===== config.mk =====
export PLATFORM = sky130hd
export DESIGN_NAME = uart_rx_top
export DESIGN_NICKNAME = d
export VERILOG_FILES = /design/src/rtl/uart_rx_top.sv
export SDC_FILE = /design/constraint.sdc
export NUM_CORES = 1
export LEC_CHECK = 0
export CORE_ASPECT_RATIO = 2
export CORE_UTILIZATION = 35
export DETAILED_ROUTE_END_ITERATION = 8
export SLEW_MARGIN = 5
export SYNTH_ARGS = -nofsm -noshare
export SYNTH_HDL_FRONTEND = slang
export SYNTH_SLANG_ARGS = --single-unit

===== constraint.sdc =====
create_clock -name clk2 -period 1.92 [get_ports clk2]
set_input_delay 0.48 -clock clk2 [delete_from_list [all_inputs] [get_ports clk2]]
set_output_delay 0.48 -clock clk2 [all_outputs]
set_load 0.005 [all_outputs]

===== src/rtl/uart_rx_top.sv =====
// Oversampling UART receiver for 8N1 / 8E1 / 8O1 frames.
// The serial line is synchronised, then each bit is resolved by a 3-sample
// majority vote around mid-bit. Good frames load p_data and pulse valid_data.
module uart_rx_top #(
    parameter int PRESCALE = 16,
    parameter int DATA_W   = 8
) (
    input  logic              clk2,
    input  logic              rst,
    input  logic              data,
    input  logic              parity_en,
    input  logic              parity_type,
    output logic [DATA_W-1:0] p_data,
    output logic              valid_data
);

    localparam int CNT_W = $clog2(PRESCALE);
    localparam int BIT_W = $clog2(DATA_W + 1);

    localparam logic [CNT_W-1:0] MID_LO = CNT_W'(PRESCALE / 2 - 1);
    localparam logic [CNT_W-1:0] MID    = CNT_W'(PRESCALE / 2);
    localparam logic [CNT_W-1:0] DEC    = CNT_W'(PRESCALE / 2 + 1);
    localparam logic [CNT_W-1:0] LAST   = CNT_W'(PRESCALE - 1);
    localparam logic [BIT_W-1:0] LAST_BIT = BIT_W'(DATA_W - 1);

    typedef enum logic [2:0] {
        IDLE,
        START,
        DATA,
        PARITY,
        STOP,
        WAIT_HI
    } state_t;

    state_t             state;
    logic               sync_1;
    logic               s_data;
    logic [CNT_W-1:0]   cnt;
    logic [BIT_W-1:0]   bit_idx;
    logic [DATA_W-1:0]  shreg;
    logic               samp_lo;
    logic               samp_mid;
    logic               maj;
    logic               par_en_q;
    logic               par_type_q;
    logic               par_err;
    logic               par_exp;

    // Two-flop synchroniser bringing the asynchronous line into the clk2 domain
    always_ff @(posedge clk2) begin
        if (rst) begin
            sync_1 <= 1'b1;
            s_data <= 1'b1;
        end else begin
            sync_1 <= data;
            s_data <= sync_1;
        end
    end

    // Majority of the two stored mid-bit samples and the current sample
    assign maj = (samp_lo & samp_mid) | (samp_lo & s_data) | (samp_mid & s_data);

    // Parity bit the sender should have appended for the bits collected so far
    assign par_exp = par_type_q ? (^shreg) : ~(^shreg);

    // Receive FSM: bit timing, sampling, shifting, frame checks and output load
    always_ff @(posedge clk2) begin
        if (rst) begin
            state      <= IDLE;
            cnt        <= '0;
            bit_idx    <= '0;
            shreg      <= '0;
            samp_lo    <= 1'b1;
            samp_mid   <= 1'b1;
            par_en_q   <= 1'b0;
            par_type_q <= 1'b0;
            par_err    <= 1'b0;
            p_data     <= '0;
            valid_data <= 1'b0;
        end else begin
            valid_data <= 1'b0;
            if (state == IDLE) begin
                cnt <= '0;
                if (!s_data) begin
                    state      <= START;
                    cnt        <= CNT_W'(1);
                    bit_idx    <= '0;
                    par_en_q   <= parity_en;
                    par_type_q <= parity_type;
                    par_err    <= 1'b0;
                end
            end else if (state == WAIT_HI) begin
                cnt <= '0;
                if (s_data) begin
                    state <= IDLE;
                end
            end else begin
                cnt <= (cnt == LAST) ? '0 : cnt + CNT_W'(1);

                if (cnt == MID_LO) begin
                    samp_lo <= s_data;
                end
                if (cnt == MID) begin
                    samp_mid <= s_data;
                end

                if (cnt == LAST) begin
                    case (state)
                        START: begin
                            state   <= DATA;
                            bit_idx <= '0;
                        end
                        DATA: begin
                            if (bit_idx == LAST_BIT) begin
                                state <= par_en_q ? PARITY : STOP;
                            end else begin
                                bit_idx <= bit_idx + BIT_W'(1);
                            end
                        end
                        PARITY: begin
                            state <= STOP;
                        end
                        default: begin
                        end
                    endcase
                end

                if (cnt == DEC) begin
                    case (state)
                        START: begin
                            if (maj) begin
                                state <= IDLE;
                                cnt   <= '0;
                            end
                        end
                        DATA: begin
                            shreg <= {maj, shreg[DATA_W-1:1]};
                        end
                        PARITY: begin
                            par_err <= (maj != par_exp);
                        end
                        STOP: begin
                            cnt <= '0;
                            if (maj && !par_err) begin
                                p_data     <= shreg;
                                valid_data <= 1'b1;
                                state      <= IDLE;
                            end else if (maj) begin
                                state <= IDLE;
                            end else begin
                                state <= WAIT_HI;
                            end
                        end
                        default: begin
                        end
                    endcase
                end
            end
        end
    end

endmodule


==> flow_summary.yaml, run 1 <==
flow_run:
  drv_cap: 0
clock_tree:
  clk_pin_slew_ns: 0.08
  htreeDepth: 2
  clk_latency_ns: 0.30
  cts_root_buf: "clkbuf_8"
  ctsHoldBuffers: 0
  cts_setup_buffers: 0
  clock-sinks: 35
  cts_tree: "yes"
  cts_max_path_buffers: 2
  cts_resized: 0
  cts_buffers: 5
yosys:
  synth_xor_area_share_pct: 5.777
  synthAdderAreaFrac_pct: 3.495
  ys_ff_latch: 35
  synth_simple_gate_area_share_pct: 21.97
  yosys.area.top_type: "dfxtp_1"
  synth_area_per_cell_um2: 8.904
  yosysSeqAreaShare_pct: 39.94
  yosysTopAreaCellShare_pct: 39.94
  synth_ff_type: "dfxtp_1"
  synth.distinct_cells: 50
  yosysWarnings: 0
  synth_mux_area_share_pct: 6.277
  synth_edf_count: 0
  syn_inst: 197
  synth_area_mm2: 0.001754
  synthArstFlopShare_pct: 0
  syn_nets: 206
  synth_compound_area_share_pct: 16.76
  ys_top_cells_by_count: "35 x dfxtp_1, 22 x a21oi_1, 18 x nor2_1"
  synth_top_family_by_area: "simple AND/OR/NAND/NOR gates"
  yosysMostFrequentCell: "dfxtp_1"
  synth_area_leaders: "dfxtp_1 40%, a21oi_1 6.3%, mux2i_1 6.3%"
global_routing:
  grt_pass1_wl_mm: 6.396
  grt.total_usage_pct: 16.19
  grt_max_degree: 23
  grt.overflow.total: 0
  antenna_found_initial: 0
  grt_pass1_vias: 1426
worst_setup_path:
  cp.required_ns: 2.15
  r2r_end: "bit_idx[1]"
  worst-path-max-fanout: 6
  crit_chain: "ha_1 -> and3_1 -> a311oi_4 -> or3_1 -> a21oi_1"
  crit_slowest_cell: "or3_1"
  cpPeakStageDelay_ns: 0.40
  critical_path_class: "register to register"
  cp.arrival_ns: 1.89
  endpoint_kind: "register"
  crit_path_start_kind: "register"
  r2r-start: "cnt[0]"
  rrSetupSlack_ns: 0.25
  r2r_cells: 5
sta:
  whs_ns: 0.4142
  finClkSkew_ns: 0.01292
  rsz0062_at_grt: "false"
  tightest_slew_ns: 0.4865
  fin_crit_sh_pct: 86.74
  fin_setup_tns_ns: 0
  relSlewSlack_pct: 67.52
  finalSetupViolCount: 0
  report.final.hold_viol_count: 0
  max_freq_mhz: 600.4
  finalCriticalPeriod_ns: 1.665
  slew_violations: 0
route:
  routed_via_density: 5.167
  antenna_left: 0
  drc: 0
  vias: 1426
  wl_per_cell_um: 13.74
  wl_mm: 3.793
  drt_iter0_drc: 24
  detail_route.first_pass.iterations: 4
final_layout:
  nets: 227
  stdcell_area_mm2: 0.002067
  fillers: 510
  area_delta_synth_final_pct: 17.83
  diodes: 0
  drive_gt1_share_pct: 14.16
  seq_area_um2: 700.7
  multi_input_area_um2: 952.2
die:
  die_h_um: 102.1
  die_w_um: 52.06
  coreArea_mm2: 0.004865
  start_util_pct: 36.06
  die-area_mm2: 0.005316
  num_rows: 36
  io_pins: 14
placed_design:
  post-dp-hpwl_mm: 2.855
  placed_area_mm2: 0.001982
  place.gp.congestion: 0.8712
  port_buffers: 13
min_path:
  min_path_type: "register to register"
  worstHoldPathCells: 1
  min_to: "s_data"
  min_from: "sync_1"
outcome:
  outcome: "completed"
power:
  swShare_pct: 23.50
  p_int_mw: 1.010
  power_frac_comb_pct: 4.1
  p_per_area_mw_per_mm2: 639.0
  seqPwrFrac_pct: 55.7
  switchingPower_mw: 0.3104
  p_leak_nw: 0.7908
  power.total_mw: 1.321
  ir_worst_vdd_v: 0.0006362
  clkPwrFrac_pct: 40.2
==> metal layers <==
metal	part of all wire [%]	wire [µm]	GRT usage, %
met1	38	1460	16.32
met3	2.0	77	2.679
met4	3.7	142	10.60
met5	0	0	0
met2	56	2113	29.19
==> critical path: cells and delay by family, from the launching register on <==
kind                     cells  cell delay, ns
adder cells (fa/ha/maj)      1            0.19
AND/OR/NAND/NOR              2            0.72
AO/OA/AOI/OAI                2            0.30
flip-flops                   1            0.39
==> sequential cells by signal, indices dropped and copies added (netlist names) <==
register    flops
valid_data      1
par_en_q        1
shreg           8
par_type_q      1
par_err         1
cnt             4
samp_mid        1
bit_idx         4
sync_1          1
state           3
p_data          8
s_data          1
samp_lo         1
==> logic make-up (layout without fill, tap and decap cells) <==
kind of cell	count (synthesis)	after routing
fa+ha+maj	5	5
xor+xnor	10	10
simple gates	73	73
flops	35	35
mux	11	11
buf+inv	19	41
compound gates	44	44
==> cell type report <==
cell class	instances	share of cell area, %
clock inverter	2	0.6053
tap	57	3.450
multi-input combinational	143	46.07
inverter	6	1.090
sequential	35	33.90
clock buffer	6	3.511
timing repair buffer	27	11.38
==> per-stage QoR <==
step,util (%),setup slack [ns],cells
floorplan,-,0.3524,197
global placement,40.74,0.2757,268
detailed placement,40.74,0.2528,268
CTS,42.49,0.2411,276
global route,42.49,0.07878,276
finish,42.49,0.2545,276
==> worst max path at each step <==
stage	start	to	slack (ns)	depth (start not counted)
after floorplan	cnt[0]	bit_idx[3]	0.35	6
after global placement	cnt[0]	bit_idx[1]	0.28	5
final	cnt[0]	bit_idx[1]	0.25	5
after global routing	state[1]	bit_idx[3]	0.08	4
after CTS	cnt[0]	bit_idx[1]	0.24	5
after detailed placement	rst	samp_mid	0.25	3
==> layout by cell type (no fill, tap or decap), types with 3 or more instances in the layout <==
cell type and count:
dfxtp_1 35, a21oi_1 22, nor2_1 18, nand2_1 17, buf_4 14, clkdlybuf4s50_1 13, nand3_1 12, mux2i_1 11
xnor2_1 7, inv_1 5, clkbuf_8 5, o21ai_0 4, nor2b_1 4, ha_1 4, nand2b_1 3
==> power by group through the flow <==
stage,clock network [mW],registers (mW),logic (mW)
floorplan,0,0.750,0.0335
global placement,0,0.752,0.0542
detailed placement,0,0.752,0.0548
CTS,0.550,0.735,0.0549
global route,0.578,0.736,0.0599
finish,0.531,0.735,0.0541
Power figures use the tool's default switching activity.
==> inputs of run 2 (changes only) <==
Settings changed: DONT_BUFFER_PORTS from default to 1.
==> flow_summary.yaml, run 2 (synthesis results as in run 1) <==
sta:
  finalCriticalPeriod_ns: 1.665
  relSlewSlack_pct: 59.26
  finClkSkew_ns: 0.004528
  fin_setup_tns_ns: 0
  fin_crit_sh_pct: 86.69
  rsz0062_at_grt: "false"
  finalSetupViolCount: 0
  max_freq_mhz: 600.8
  report.final.hold_viol_count: 0
  fin_ws_ns: 0.2555
  whs_ns: 0.2469
  slew_violations: 0
  tightest_slew_ns: 0.6102
power:
  ir_worst_vdd_v: 0.0005280
  p_per_area_mw_per_mm2: 669.9
  seqPwrFrac_pct: 57.1
  p_leak_nw: 0.7416
  p_int_mw: 1.001
  clkPwrFrac_pct: 40.4
  power_frac_comb_pct: 2.5
  swShare_pct: 22.39
  switchingPower_mw: 0.2887
worst_setup_path:
  critical_path_class: "register to register"
  r2r_end: "bit_idx[1]"
  cpPeakStageDelay_ns: 0.40
  crit_slowest_cell: "or3_1"
  cp_num_buf_inv: 0
  crit_path_start_kind: "register"
  r2r-start: "cnt[0]"
  endpoint_kind: "register"
  cp.arrival_ns: 1.90
  worst-path-max-fanout: 7
  r2r_cells: 5
  cp_top_family: "simple AND/OR/NAND/NOR gates"
  cp.required_ns: 2.15
  crit_chain: "ha_1 -> and3_1 -> a311oi_4 -> or3_1 -> a21oi_1"
  rrSetupSlack_ns: 0.26
final_layout:
  seq_area_um2: 700.7
  nets: 213
  mostFrequentLayoutCell: "dfxtp_1"
  drive_gt1_share_pct: 14.15
  diodes: 0
  final_cell_mix: "35 x dfxtp_1, 22 x a21oi_1, 18 x nor2_1, 17 x nand2_1, 13 x buf_4"
  multi_input_area_um2: 952.2
  fillers: 511
  area_delta_synth_final_pct: 9.772
  top_regs: "p_data (8), shreg (8)"
route:
  drt_iter0_drc: 22
  antenna_left: 0
  detail_route.first_pass.iterations: 4
  wl_per_cell_um: 14.75
  vias: 1394
  drc: 0
  wl_mm: 3.864
  routed_via_density: 5.321
global_routing:
  grt_pass1_vias: 1393
  grt_pass1_wl_mm: 6.513
  antenna_found_initial: 0
  grt.total_usage_pct: 17.22
  grt_max_degree: 34
  grt.overflow.total: 0
flow_run:
  drv_cap: 0
die:
  die_h_um: 102.1
  die_w_um: 52.06
  die-area_mm2: 0.005316
  coreArea_mm2: 0.004865
  start_util_pct: 36.06
  num_rows: 36
  io_pins: 14
clock_tree:
  clk_latency_ns: 0.30
  cts_resized: 0
  clk_pin_slew_ns: 0.07
  clock-sinks: 35
  cts_max_path_buffers: 2
  htreeDepth: 2
  cts_buffers: 5
  cts_tree: "yes"
  cts_root_buf: "clkbuf_8"
  cts_setup_buffers: 0
  ctsHoldBuffers: 0
placed_design:
  dp_slack_ns: 0.2751
  port_buffers: 0
  post-dp-hpwl_mm: 2.891
  place.gp.congestion: 0.7932
min_path:
  min_to: "state[0]"
  min_path_type: "primary input to register"
  min_from: "rst"
  worstHoldPathCells: 1
outcome:
  outcome: "completed"
run 2: how the worst max path moves through the flow:
| stage | startpoint | end | slack, ns | depth (start not counted) |
|---|---|---|---|---|
| after floorplan | cnt[0] | bit_idx[3] | 0.35 | 6 |
| after global placement | state[1] | state[0] | 0.27 | 4 |
| after detailed placement | state[1] | state[0] | 0.28 | 4 |
| after CTS | state[0] | state[0] | 0.27 | 4 |
| after global routing | cnt[0] | bit_idx[1] | 0.12 | 5 |
| final | cnt[0] | bit_idx[1] | 0.26 | 5 |
run 2: through the flow:
step | utilization (%) | area, µm² | power, mW | instances
after CTS | 39.58 | 1926 | 1.306 | 262
after floorplan | - | 1754 | 0.7836 | 197
after detailed placement | 37.91 | 1844 | 0.7850 | 254
final | 39.58 | 1926 | 1.290 | 262
after global placement | 37.91 | 1844 | 0.7849 | 254
after global routing | 39.58 | 1926 | 1.353 | 262
run 2: area by class of cell:
type | instances | share of cell area [%]
Sequential cell | 35 | 36.39
Clock inverter | 1 | 0.2599
Timing Repair Buffer | 13 | 5.068
Inverter | 6 | 1.170
Multi-Input combinational cell | 143 | 49.45
Clock buffer | 7 | 3.964
Tap cell | 57 | 3.704
run 2: power groups by stage:
stage	clock, mW	combinational (mW)	sequential [mW]
3_5_place_dp	0	0.0317	0.753
5_1_grt	0.580	0.0358	0.737
4_1_cts	0.538	0.0319	0.737
2_1_floorplan	0	0.0335	0.750
6_report	0.521	0.0318	0.737
3_3_place_gp	0	0.0316	0.753
run 2: per-layer routing:
layer  GRT usage [%]  routed length, µm
met5               0                  0
met4           13.51                212
met3           5.506                142
met2           30.77               2152
met1           14.99               1356
